`config.mk`:
```
export PLATFORM = sky130hd
export DESIGN_NAME = axi_sram_slave_flat
export DESIGN_NICKNAME = d
export VERILOG_FILES = /design/src/rtl/axi_sram_slave_if.sv /design/src/rtl/axi_sram_slave.sv /design/src/flat_wrapper.sv
export SDC_FILE = /design/constraint.sdc
export NUM_CORES = 1
export LEC_CHECK = 0
export ABC_AREA = 1
export CAP_MARGIN = 20
export CORE_AREA = 2 2 109 111
export CTS_CLUSTER_DIAMETER = 50
export CTS_CLUSTER_SIZE = 16
export DETAILED_ROUTE_END_ITERATION = 10
export DIE_AREA = 0 0 111 113
export PLACE_DENSITY = 0.84
export REMOVE_ABC_BUFFERS = 1
export SLEW_MARGIN = 20
export SYNTH_ARGS = -nofsm -noshare
export SYNTH_HDL_FRONTEND = slang
export SYNTH_SLANG_ARGS = --single-unit
```
`constraint.sdc`:
```
create_clock -name ACLK -period 4.7 [get_ports ACLK]
set_input_delay 0.94 -clock ACLK [delete_from_list [all_inputs] [get_ports ACLK]]
set_output_delay 0.94 -clock ACLK [all_outputs]
set_load 0.02 [all_outputs]
```
`src/rtl/axi_sram_slave_if.sv`:
```
// AXI4 channel bundle between an AXI master and the single-port SRAM slave.
// One outstanding transaction; ID width is the only parameter.
interface axi_sram_slave_if #(
  parameter int ID_BITS = 8
);
  logic [ID_BITS-1:0] AWID;
  logic [31:0]        AWADDR;
  logic [3:0]         AWLEN;
  logic [2:0]         AWSIZE;
  logic [1:0]         AWBURST;
  logic               AWVALID;
  logic               AWREADY;

  logic [31:0]        WDATA;
  logic [3:0]         WSTRB;
  logic               WLAST;
  logic               WVALID;
  logic               WREADY;

  logic [ID_BITS-1:0] BID;
  logic [1:0]         BRESP;
  logic               BVALID;
  logic               BREADY;

  logic [ID_BITS-1:0] ARID;
  logic [31:0]        ARADDR;
  logic [3:0]         ARLEN;
  logic [2:0]         ARSIZE;
  logic [1:0]         ARBURST;
  logic               ARVALID;
  logic               ARREADY;

  logic [ID_BITS-1:0] RID;
  logic [31:0]        RDATA;
  logic [1:0]         RRESP;
  logic               RLAST;
  logic               RVALID;
  logic               RREADY;

  modport slave (
    input  AWID, AWADDR, AWLEN, AWSIZE, AWBURST, AWVALID,
    output AWREADY,
    input  WDATA, WSTRB, WLAST, WVALID,
    output WREADY,
    output BID, BRESP, BVALID,
    input  BREADY,
    input  ARID, ARADDR, ARLEN, ARSIZE, ARBURST, ARVALID,
    output ARREADY,
    output RID, RDATA, RRESP, RLAST, RVALID,
    input  RREADY
  );

  modport master (
    output AWID, AWADDR, AWLEN, AWSIZE, AWBURST, AWVALID,
    input  AWREADY,
    output WDATA, WSTRB, WLAST, WVALID,
    input  WREADY,
    input  BID, BRESP, BVALID,
    output BREADY,
    output ARID, ARADDR, ARLEN, ARSIZE, ARBURST, ARVALID,
    input  ARREADY,
    input  RID, RDATA, RRESP, RLAST, RVALID,
    output RREADY
  );
endinterface

```
`src/rtl/axi_sram_slave.sv`:
```
// AXI4 slave bridging one outstanding burst at a time onto a 32-bit single-port SRAM
// with one-cycle read latency. Reads win over writes when both arrive together.
module axi_sram_slave #(
  parameter int ID_BITS = 8,
  parameter int MEM_AW  = 14
) (
  input  logic               ACLK,
  input  logic               ARESETn,
  axi_sram_slave_if.slave    axi,
  output logic               mem_en,
  output logic [3:0]         mem_we,
  output logic [MEM_AW-1:0]  mem_addr,
  output logic [31:0]        mem_wdata,
  input  logic [31:0]        mem_rdata
);

  localparam logic [1:0] BURST_FIXED = 2'b00;
  localparam logic [1:0] RESP_OKAY   = 2'b00;
  localparam logic [1:0] RESP_SLVERR = 2'b10;

  typedef enum logic [2:0] {
    IDLE,
    R_FETCH,
    R_CAPT,
    R_DATA,
    W_DATA,
    W_RESP
  } state_t;

  state_t             state, state_nxt;

  logic [ID_BITS-1:0] id_q;
  logic [MEM_AW-1:0]  addr_q;
  logic [3:0]         len_q;
  logic [3:0]         beat_q;
  logic [1:0]         burst_q;
  logic               err_q;
  logic [31:0]        rdata_q;

  logic               last;
  logic               ar_hs, aw_hs, w_hs, r_hs;
  logic               arready, awready, wready, rvalid, bvalid;
  logic               mem_en_c;
  logic [3:0]         mem_we_c;
  logic [31:0]        mem_wdata_c;

  // FIXED holds the word address; INCR and the unsupported WRAP/reserved types step by one
  // and wrap at the top of the SRAM.
  function automatic logic [MEM_AW-1:0] next_addr(input logic [MEM_AW-1:0] a,
                                                   input logic [1:0]        burst);
    return (burst == BURST_FIXED) ? a : a + MEM_AW'(1);
  endfunction

  assign last = (beat_q == len_q);

  always_ff @(posedge ACLK or negedge ARESETn) begin
    if (!ARESETn) state <= IDLE;
    else          state <= state_nxt;
  end

  always_comb begin
    state_nxt   = state;
    ar_hs       = 1'b0;
    aw_hs       = 1'b0;
    w_hs        = 1'b0;
    r_hs        = 1'b0;
    arready     = 1'b0;
    awready     = 1'b0;
    wready      = 1'b0;
    rvalid      = 1'b0;
    bvalid      = 1'b0;
    mem_en_c    = 1'b0;
    mem_we_c    = 4'h0;
    mem_wdata_c = 32'h0;
    case (state)
      IDLE: begin
        // Ready outputs are qualified by ARESETn so nothing is offered while held in reset.
        arready = ARESETn;
        awready = ARESETn && !axi.ARVALID;
        if (axi.ARVALID) begin
          ar_hs     = 1'b1;
          state_nxt = R_FETCH;
        end else if (axi.AWVALID) begin
          aw_hs     = 1'b1;
          state_nxt = W_DATA;
        end
      end
      R_FETCH: begin
        mem_en_c  = 1'b1;
        state_nxt = R_CAPT;
      end
      R_CAPT: state_nxt = R_DATA;
      R_DATA: begin
        rvalid = 1'b1;
        if (axi.RREADY) begin
          r_hs      = 1'b1;
          state_nxt = last ? IDLE : R_FETCH;
        end
      end
      W_DATA: begin
        wready = 1'b1;
        if (axi.WVALID) begin
          w_hs        = 1'b1;
          mem_en_c    = 1'b1;
          mem_we_c    = axi.WSTRB;
          mem_wdata_c = axi.WDATA;
          if (last) state_nxt = W_RESP;
        end
      end
      W_RESP: begin
        bvalid = 1'b1;
        if (axi.BREADY) state_nxt = IDLE;
      end
      default: state_nxt = IDLE;
    endcase
  end

  always_ff @(posedge ACLK or negedge ARESETn) begin
    if (!ARESETn) begin
      id_q    <= '0;
      addr_q  <= '0;
      len_q   <= '0;
      beat_q  <= '0;
      burst_q <= '0;
      err_q   <= 1'b0;
      rdata_q <= '0;
    end else begin
      if (ar_hs) begin
        id_q    <= axi.ARID;
        addr_q  <= axi.ARADDR[MEM_AW+1:2];
        len_q   <= axi.ARLEN;
        burst_q <= axi.ARBURST;
        beat_q  <= '0;
        err_q   <= axi.ARBURST[1];
      end else if (aw_hs) begin
        id_q    <= axi.AWID;
        addr_q  <= axi.AWADDR[MEM_AW+1:2];
        len_q   <= axi.AWLEN;
        burst_q <= axi.AWBURST;
        beat_q  <= '0;
        err_q   <= axi.AWBURST[1];
      end
      if (state == R_CAPT) rdata_q <= mem_rdata;
      if (r_hs && !last) begin
        beat_q <= beat_q + 4'd1;
        addr_q <= next_addr(addr_q, burst_q);
      end
      // The beat count, not WLAST, ends a write burst; a disagreeing WLAST only flags the error.
      if (w_hs) begin
        if (axi.WLAST != last) err_q <= 1'b1;
        if (!last) begin
          beat_q <= beat_q + 4'd1;
          addr_q <= next_addr(addr_q, burst_q);
        end
      end
    end
  end

  assign axi.ARREADY = arready;
  assign axi.AWREADY = awready;
  assign axi.WREADY  = wready;
  assign axi.RVALID  = rvalid;
  assign axi.RDATA   = rdata_q;
  assign axi.RID     = id_q;
  assign axi.RLAST   = rvalid && last;
  assign axi.RRESP   = (rvalid && err_q) ? RESP_SLVERR : RESP_OKAY;
  assign axi.BVALID  = bvalid;
  assign axi.BID     = id_q;
  assign axi.BRESP   = (bvalid && err_q) ? RESP_SLVERR : RESP_OKAY;

  assign mem_en    = mem_en_c;
  assign mem_we    = mem_we_c;
  assign mem_addr  = addr_q;
  assign mem_wdata = mem_wdata_c;

  logic unused_bits;
  assign unused_bits = ^{axi.AWSIZE, axi.ARSIZE,
                         axi.AWADDR[31:MEM_AW+2], axi.AWADDR[1:0],
                         axi.ARADDR[31:MEM_AW+2], axi.ARADDR[1:0]};

endmodule
```
`src/flat_wrapper.sv`:
```
// flat-port wrapper written by rule: the top's interface ports become plain ports
module axi_sram_slave_flat 
#(
  parameter int ID_BITS = 8,
  parameter int MEM_AW  = 14
)
  (ACLK, ARESETn, mem_en, mem_we, mem_addr, mem_wdata, mem_rdata, axi_AWID, axi_AWADDR, axi_AWLEN, axi_AWSIZE, axi_AWBURST, axi_AWVALID, axi_AWREADY, axi_WDATA, axi_WSTRB, axi_WLAST, axi_WVALID, axi_WREADY, axi_BID, axi_BRESP, axi_BVALID, axi_BREADY, axi_ARID, axi_ARADDR, axi_ARLEN, axi_ARSIZE, axi_ARBURST, axi_ARVALID, axi_ARREADY, axi_RID, axi_RDATA, axi_RRESP, axi_RLAST, axi_RVALID, axi_RREADY);
  axi_sram_slave_if #(.ID_BITS(ID_BITS)) axi_i ();
  input  logic ACLK;
  input  logic ARESETn;
  output logic mem_en;
  output logic [3:0] mem_we;
  output logic [MEM_AW-1:0] mem_addr;
  output logic [31:0] mem_wdata;
  input  logic [31:0] mem_rdata;
  input wire logic [$bits(axi_i.AWID)-1:0] axi_AWID;
  input wire logic [$bits(axi_i.AWADDR)-1:0] axi_AWADDR;
  input wire logic [$bits(axi_i.AWLEN)-1:0] axi_AWLEN;
  input wire logic [$bits(axi_i.AWSIZE)-1:0] axi_AWSIZE;
  input wire logic [$bits(axi_i.AWBURST)-1:0] axi_AWBURST;
  input wire logic [$bits(axi_i.AWVALID)-1:0] axi_AWVALID;
  output wire logic [$bits(axi_i.AWREADY)-1:0] axi_AWREADY;
  input wire logic [$bits(axi_i.WDATA)-1:0] axi_WDATA;
  input wire logic [$bits(axi_i.WSTRB)-1:0] axi_WSTRB;
  input wire logic [$bits(axi_i.WLAST)-1:0] axi_WLAST;
  input wire logic [$bits(axi_i.WVALID)-1:0] axi_WVALID;
  output wire logic [$bits(axi_i.WREADY)-1:0] axi_WREADY;
  output wire logic [$bits(axi_i.BID)-1:0] axi_BID;
  output wire logic [$bits(axi_i.BRESP)-1:0] axi_BRESP;
  output wire logic [$bits(axi_i.BVALID)-1:0] axi_BVALID;
  input wire logic [$bits(axi_i.BREADY)-1:0] axi_BREADY;
  input wire logic [$bits(axi_i.ARID)-1:0] axi_ARID;
  input wire logic [$bits(axi_i.ARADDR)-1:0] axi_ARADDR;
  input wire logic [$bits(axi_i.ARLEN)-1:0] axi_ARLEN;
  input wire logic [$bits(axi_i.ARSIZE)-1:0] axi_ARSIZE;
  input wire logic [$bits(axi_i.ARBURST)-1:0] axi_ARBURST;
  input wire logic [$bits(axi_i.ARVALID)-1:0] axi_ARVALID;
  output wire logic [$bits(axi_i.ARREADY)-1:0] axi_ARREADY;
  output wire logic [$bits(axi_i.RID)-1:0] axi_RID;
  output wire logic [$bits(axi_i.RDATA)-1:0] axi_RDATA;
  output wire logic [$bits(axi_i.RRESP)-1:0] axi_RRESP;
  output wire logic [$bits(axi_i.RLAST)-1:0] axi_RLAST;
  output wire logic [$bits(axi_i.RVALID)-1:0] axi_RVALID;
  input wire logic [$bits(axi_i.RREADY)-1:0] axi_RREADY;
  assign axi_i.AWID = axi_AWID;
  assign axi_i.AWADDR = axi_AWADDR;
  assign axi_i.AWLEN = axi_AWLEN;
  assign axi_i.AWSIZE = axi_AWSIZE;
  assign axi_i.AWBURST = axi_AWBURST;
  assign axi_i.AWVALID = axi_AWVALID;
  assign axi_AWREADY = axi_i.AWREADY;
  assign axi_i.WDATA = axi_WDATA;
  assign axi_i.WSTRB = axi_WSTRB;
  assign axi_i.WLAST = axi_WLAST;
  assign axi_i.WVALID = axi_WVALID;
  assign axi_WREADY = axi_i.WREADY;
  assign axi_BID = axi_i.BID;
  assign axi_BRESP = axi_i.BRESP;
  assign axi_BVALID = axi_i.BVALID;
  assign axi_i.BREADY = axi_BREADY;
  assign axi_i.ARID = axi_ARID;
  assign axi_i.ARADDR = axi_ARADDR;
  assign axi_i.ARLEN = axi_ARLEN;
  assign axi_i.ARSIZE = axi_ARSIZE;
  assign axi_i.ARBURST = axi_ARBURST;
  assign axi_i.ARVALID = axi_ARVALID;
  assign axi_ARREADY = axi_i.ARREADY;
  assign axi_RID = axi_i.RID;
  assign axi_RDATA = axi_i.RDATA;
  assign axi_RRESP = axi_i.RRESP;
  assign axi_RLAST = axi_i.RLAST;
  assign axi_RVALID = axi_i.RVALID;
  assign axi_i.RREADY = axi_RREADY;
  axi_sram_slave #(.ID_BITS(ID_BITS), .MEM_AW(MEM_AW)) u_core (.ACLK(ACLK), .ARESETn(ARESETn), .axi(axi_i), .mem_en(mem_en), .mem_we(mem_we), .mem_addr(mem_addr), .mem_wdata(mem_wdata), .mem_rdata(mem_rdata));
endmodule
```
==> results of run 1 <==
## cell families (layout without fill, tap and decap cells)
| group | Yosys count | after routing |
|---|---|---|
| xor gates and xnor gates | 6 | 6 |
| other | 1 | 2 |
| DFF | 68 | 68 |
| buffers and inverters | 110 | 332 |
| AOI/OAI and AO/OA | 38 | 38 |
| muxes | 1 | 1 |
| and+or+nand+nor | 346 | 346 |
| adders and majority gates | 2 | 2 |
## worst max-delay path: stages
cell             delay (ns)
clkdlybuf4s50_1        0.52
nand2_2                0.40
nor2_1                 0.23
clkdlybuf4s50_1        0.63
## cell usage in the layout, fill, tap and decap left out, types with 6 or more instances in the layout
cell             count
o211ai_1            11
clkdlybuf4s50_1    237
clkbuf_16            9
nand2_1            179
a21oi_1              6
nor2_1              85
nand3_1             41
inv_1               69
nor3_1              23
dfrtp_1             68
## stage by stage
| step | hold WS (ns) | utilization | instance area [sq um] |
|---|---|---|---|
| 2_1_floorplan | 0.459 | - | 3810 |
| 5_1_grt | 0.488 | 0.591 | 6670 |
| 6_report | 0.467 | 0.591 | 6670 |
| 3_5_place_dp | 0.457 | 0.568 | 6400 |
| 3_3_place_gp | 0.453 | 0.568 | 6400 |
| 4_1_cts | 0.471 | 0.591 | 6670 |
## how the worst min path moves through the flow
stage / cells after the start / from / end
after floorplan: 2 / u_core.err_q / u_core.err_q
after global placement: 2 / u_core.axi.RDATA[9] / u_core.axi.RDATA[9]
after detailed placement: 2 / u_core.axi.RDATA[8] / u_core.axi.RDATA[8]
after CTS: 2 / u_core.axi.RDATA[8] / u_core.axi.RDATA[8]
after global routing: 2 / u_core.axi.RDATA[7] / u_core.axi.RDATA[7]
final: 2 / u_core.axi.RDATA[8] / u_core.axi.RDATA[8]
## report_power, final
part	leakage, nW	switching [mW]	internal (mW)	total (mW)
Combinational	2.27	1.21	0.957	2.17
Sequential	0.816	0.231	0.875	1.11
Clock	0.131	0.237	0.370	0.607
Total	3.21	1.68	2.20	3.88
## layer usage
metal,up-vias,GRT usage,part of all wire
met5,-,0,0
met3,18,0.0514,0.071
li1,2192,-,-
met4,0,0.0817,0.021
met1,1935,0.238,0.42
met2,170,0.344,0.49
## registers in the layout, indices dropped and copies added, names as in the netlist
register          cells
u_core.len_q          4
u_core.beat_q         4
u_core.mem_addr      14
u_core.err_q          1
u_core.axi.BID        8
u_core.state          3
u_core.axi.RDATA     32
u_core.burst_q        2
## layout make-up
type | count | area (sq um)
well taps | 143 | 179
inverters | 75 | 284
flip-flops and latches | 68 | 1700
multi-input cells | 395 | 1830
clock inverters | 2 | 10.0
repair buffers | 241 | 2400
fillers | 1033 | 4610
clock buffers | 14 | 254
==> impl_metrics.env, run 1 <==
export IMPL_post_route_period_util=0.780
export IMPL_cts_setup_buffers=0
export IMPL_clk_pin_slew_worst_paths_ns=0.05
export IMPL_r2r_start="u_core.state[1]"
export IMPL_finalSetupViolCount=0
export IMPL_drc_errors=0
export IMPL_synth_area_leader_cell="dfrtp_1"
export IMPL_fin_ws_ns=1.03
export IMPL_synth_edff_count=0
export IMPL_first_global_vias=4049
export IMPL_num_vias=4315
export IMPL_ys_seq_elements=68
export IMPL_nets=966
export IMPL_synth_cell_types=33
export IMPL_synthArstFlopShare=1.00
export IMPL_syn2layout_area_growth_pct=64.3
export IMPL_finalPower_mw=3.88
export IMPL_crit_path_start="axi_WVALID"
export IMPL_status="completed"
export IMPL_cp_end_kind="output port"
export IMPL_finalHoldViolations=0
export IMPL_grt_max_degree=69
export IMPL_insertion_delay_ns=0.33
export IMPL_fin_setup_tns_ns=0
export IMPL_path_class="primary input to output port"
export IMPL_drive_gt1_frac=0.0440
export IMPL_relSlewSlack=0.324
export IMPL_synth_avg_cell_area_sq_um=7.09
export IMPL_synth_cell_area_sq_um=4060
export IMPL_gr_total_overflow=0
export IMPL_cp_arrival_ns=2.73
export IMPL_fin_crit_ns=3.67
export IMPL_worst_setup_path_start_kind="primary input"
export IMPL_cts_hold_fix_buffers=0
export IMPL_vdd_drop_max_mv=0.305
export IMPL_vias_per_cell=4.60
export IMPL_cts_resized=0
export IMPL_drt_iter0_drc=228
export IMPL_ys_warn_count=0
export IMPL_die_h_um=113
export IMPL_clock_path_buffers=2
export IMPL_cp_required_ns=3.76
export IMPL_wirelength_um=12500
export IMPL_powerDensity_nw_per_um2=582
export IMPL_synth_most_common_cell="nand2_1"
export IMPL_placedCellCount=922
export IMPL_synthTopCellsByCount="nand2_1, nor2_1, inv_1"
export IMPL_r2r_end="u_core.beat_q[2]"
export IMPL_cts_tree="yes"
export IMPL_numPortBuffers=238
export IMPL_synth_xor_area_share=0.0130
export IMPL_dieArea_sq_um=12500
export IMPL_firstDrtPassIters=5
export IMPL_diodes=0
export IMPL_worst_hold_path_type="register to register"
export IMPL_synthAdderAreaFrac=0.00617
export IMPL_core_sq_um=11300
export IMPL_worstPathMaxFanout=39
export IMPL_grt_pass1_wl_um=20100
export IMPL_io_pins=283
export IMPL_start_util=0.360
export IMPL_max_freq_ghz=0.273
export IMPL_r2r_cells=10
export IMPL_cts_max_level=3
export IMPL_cts_sinks=68
export IMPL_maxCapViolCount=0
export IMPL_synth_top_family_by_area="simple AND/OR/NAND/NOR gates"
export IMPL_reg2reg_slack_ns=2.41
export IMPL_gp_congestion=0.789
export IMPL_antenna_found_initial=0
export IMPL_synthCells=572
export IMPL_rows=39
export IMPL_dp_hpwl_um=9390
export IMPL_synth_top_area_frac=0.419
export IMPL_final_max_slew_viol_count=0
export IMPL_crit_end="mem_wdata[12]"
export IMPL_die_w_um=111
export IMPL_synth_mux_area_frac=0.00247
export IMPL_final_cells=938
export IMPL_leakage_nw=3.21
export IMPL_post_place_ws_ns=1.01
export IMPL_seq_area_frac_synth=0.419
export IMPL_ant_nets=0
export IMPL_cts_root_buf="clkbuf_16"
export IMPL_grt_setup_unrepaired="no"
export IMPL_synthSimpleGateAreaFrac=0.365
export IMPL_cts_made_buffers=9
export IMPL_worst_slew_pin_slew_ns=1.01
export IMPL_synth_area_leaders="dfrtp_1, nand2_1, nor2_1, inv_1, nand3_1"
export IMPL_synthFlopType="dfrtp_1"
export IMPL_skew_ns=0.00707
export IMPL_wl_per_cell_um=13.3
export IMPL_synth_compound_area_frac=0.0626
export IMPL_grt_util_all_layers=0.199
Note: power is estimated with default switching activity, not from simulation.
==> run 2: changes to the inputs <==
- CORE_AREA: 2 2 109 111 -> default
- CORE_MARGIN: default -> 1
- CORE_UTILIZATION: default -> 32
- DIE_AREA: 0 0 111 113 -> default
- PLACE_DENSITY: 0.84 -> 0.79
- clock period: 4.7 -> 2.96 ns (I/O delays scaled with it)
==> run 2 against run 1 <==
Clock skew barely moved. Global-route usage fell by 0.76 points. Sequential power rose by 58%. Total power rose by 63%. Flip-flop and latch count did not move. Via count fell by 1.4%. Hold slack improved by 0.0017 ns. First-iteration DRC count fell by 30%. Setup slack got worse by 0.84 ns. Clock-buffer cell count fell by 4. Critical path type is now register to output port.
==> impl_metrics.env, run 2 (synthesized netlist as in run 1, its figures left out) <==
export IMPL_status="completed"
export IMPL_num_vias=4256
export IMPL_r2r_end="u_core.beat_q[2]"
export IMPL_firstDrtPassIters=5
export IMPL_dp_hpwl_um=9580
export IMPL_final_cell_mix="clkdlybuf4s50_1, nand2_1, nor2_1"
export IMPL_worst_hold_path_type="register to register"
export IMPL_r2r_cells=11
export IMPL_gr_total_overflow=0
export IMPL_worstPathMaxFanout=39
export IMPL_cts_sinks=68
export IMPL_fin_crit_ns=2.77
export IMPL_syn2layout_area_growth_pct=67.3
export IMPL_dieArea_sq_um=13100
export IMPL_wl_per_cell_um=13.3
export IMPL_crit_end="mem_wdata[10]"
export IMPL_dpl_cell_area_sq_um=6470
export IMPL_clock_path_buffers=2
export IMPL_cts_setup_buffers=0
export IMPL_cts_made_buffers=9
export IMPL_numPortBuffers=238
export IMPL_drive_gt1_frac=0.0514
export IMPL_ant_nets=0
export IMPL_largest_reg_flops=32
export IMPL_leakage_nw=3.25
export IMPL_diodes=0
export IMPL_skew_ns=0.00671
export IMPL_r2r_start="u_core.state[1]"
export IMPL_max_freq_ghz=0.362
export IMPL_critPathSlowestCell="clkdlybuf4s50_1"
export IMPL_first_global_vias=3943
export IMPL_cp_arrival_ns=2.17
export IMPL_maxCapViolCount=0
export IMPL_start_util=0.334
export IMPL_worst_slew_pin_slew_ns=0.883
export IMPL_fillers=1192
export IMPL_die_h_um=115
export IMPL_finalSetupViolCount=0
export IMPL_grt_pass1_wl_um=19800
export IMPL_finalHoldViolations=0
export IMPL_grt_setup_unrepaired="no"
export IMPL_gp_congestion=0.773
export IMPL_post_route_period_util=0.934
export IMPL_cts_root_buf="clkbuf_16"
export IMPL_antenna_found_initial=0
export IMPL_wirelength_um=12800
export IMPL_slowest_delay_ns=0.61
export IMPL_path_class="register to output port"
export IMPL_grt_max_degree=69
export IMPL_grt_util_all_layers=0.192
export IMPL_final_max_slew_viol_count=0
export IMPL_clk_pin_slew_worst_paths_ns=0.05
export IMPL_final_area_sq_um=6790
export IMPL_finalPower_mw=6.34
export IMPL_nets=969
export IMPL_core_sq_um=12200
export IMPL_fin_ws_ns=0.194
export IMPL_layout_commonest_cell="clkdlybuf4s50_1"
export IMPL_placedCellCount=950
export IMPL_cts_hold_fix_buffers=0
export IMPL_cts_max_level=3
export IMPL_cts_tree="yes"
export IMPL_drc_errors=0
export IMPL_die_w_um=115
export IMPL_final_cells=966
export IMPL_crit_path_start="u_core.state[1]"
export IMPL_io_pins=283
export IMPL_relSlewSlack=0.412
export IMPL_cp_required_ns=2.37
export IMPL_cts_resized=0
export IMPL_vias_per_cell=4.41
export IMPL_post_place_ws_ns=0.279
export IMPL_fin_setup_tns_ns=0
export IMPL_cp_end_kind="output port"
export IMPL_path_cells="inv_1 -> nand2_1 -> nor2_4 -> nand2_2 -> buf_12 -> nor2_1 -> clkdlybuf4s50_1"
export IMPL_vdd_drop_max_mv=0.484
export IMPL_drt_iter0_drc=160
export IMPL_rows=40
export IMPL_powerDensity_nw_per_um2=935
export IMPL_insertion_delay_ns=0.32
export IMPL_worst_setup_path_start_kind="register"
export IMPL_reg2reg_slack_ns=0.95
run 2: cell count changes in the layout (fill, tap and decap cells not counted), sizes merged:
cell | previous run | this run
buf | 4 | 7
clkinvlp | 0 | 2
clkbuf | 14 | 10
bufinv | 0 | 2
run 2: worst min-delay path by stage:
stage	startpoint	to	slack, ns	cells past startpoint
floorplan	ARESETn	u_core.axi.BID[0]	0.30	0
global placement	u_core.axi.RDATA[24]	u_core.axi.RDATA[24]	0.45	2
detailed placement	u_core.axi.RDATA[11]	u_core.axi.RDATA[11]	0.46	2
CTS	u_core.axi.RDATA[11]	u_core.axi.RDATA[11]	0.47	2
global route	u_core.axi.RDATA[8]	u_core.axi.RDATA[8]	0.49	2
finish	u_core.axi.RDATA[28]	u_core.axi.RDATA[28]	0.47	2
run 2: critical path, delay by kind of cell, from the launching register on:
family | cells | cell delay [ns]
buf+inv | 3 | 0.97
flops | 1 | 0.40
simple gates | 4 | 0.48
run 2: cell type report:
cell class,instances,area (sq um),share of cell area
multi-input combinational,395,1830,0.270
sequential,68,1700,0.251
clock buffer,10,229,0.0337
tap,168,210,0.0310
inverter,75,284,0.0419
timing repair buffer,244,2440,0.359
clock inverter,6,88.8,0.0131
run 2: layer usage:
metal  part of all wire  global-route usage
met3              0.076              0.0434
met5                  0                   0
met1               0.41               0.225
met2               0.50               0.353
met4              0.011              0.0433
run 2: report_power, final:
group	switching, mW	internal [mW]	total, mW
Combinational	1.92	1.53	3.45
Clock	0.400	0.738	1.14
Sequential	0.361	1.39	1.75
Total	2.68	3.66	6.34
run 2: stage by stage:
step	utilization	hold WS, ns
finish	0.558	0.469
floorplan	-	0.296
CTS	0.558	0.472
detailed placement	0.532	0.457
global placement	0.532	0.453
global route	0.558	0.487
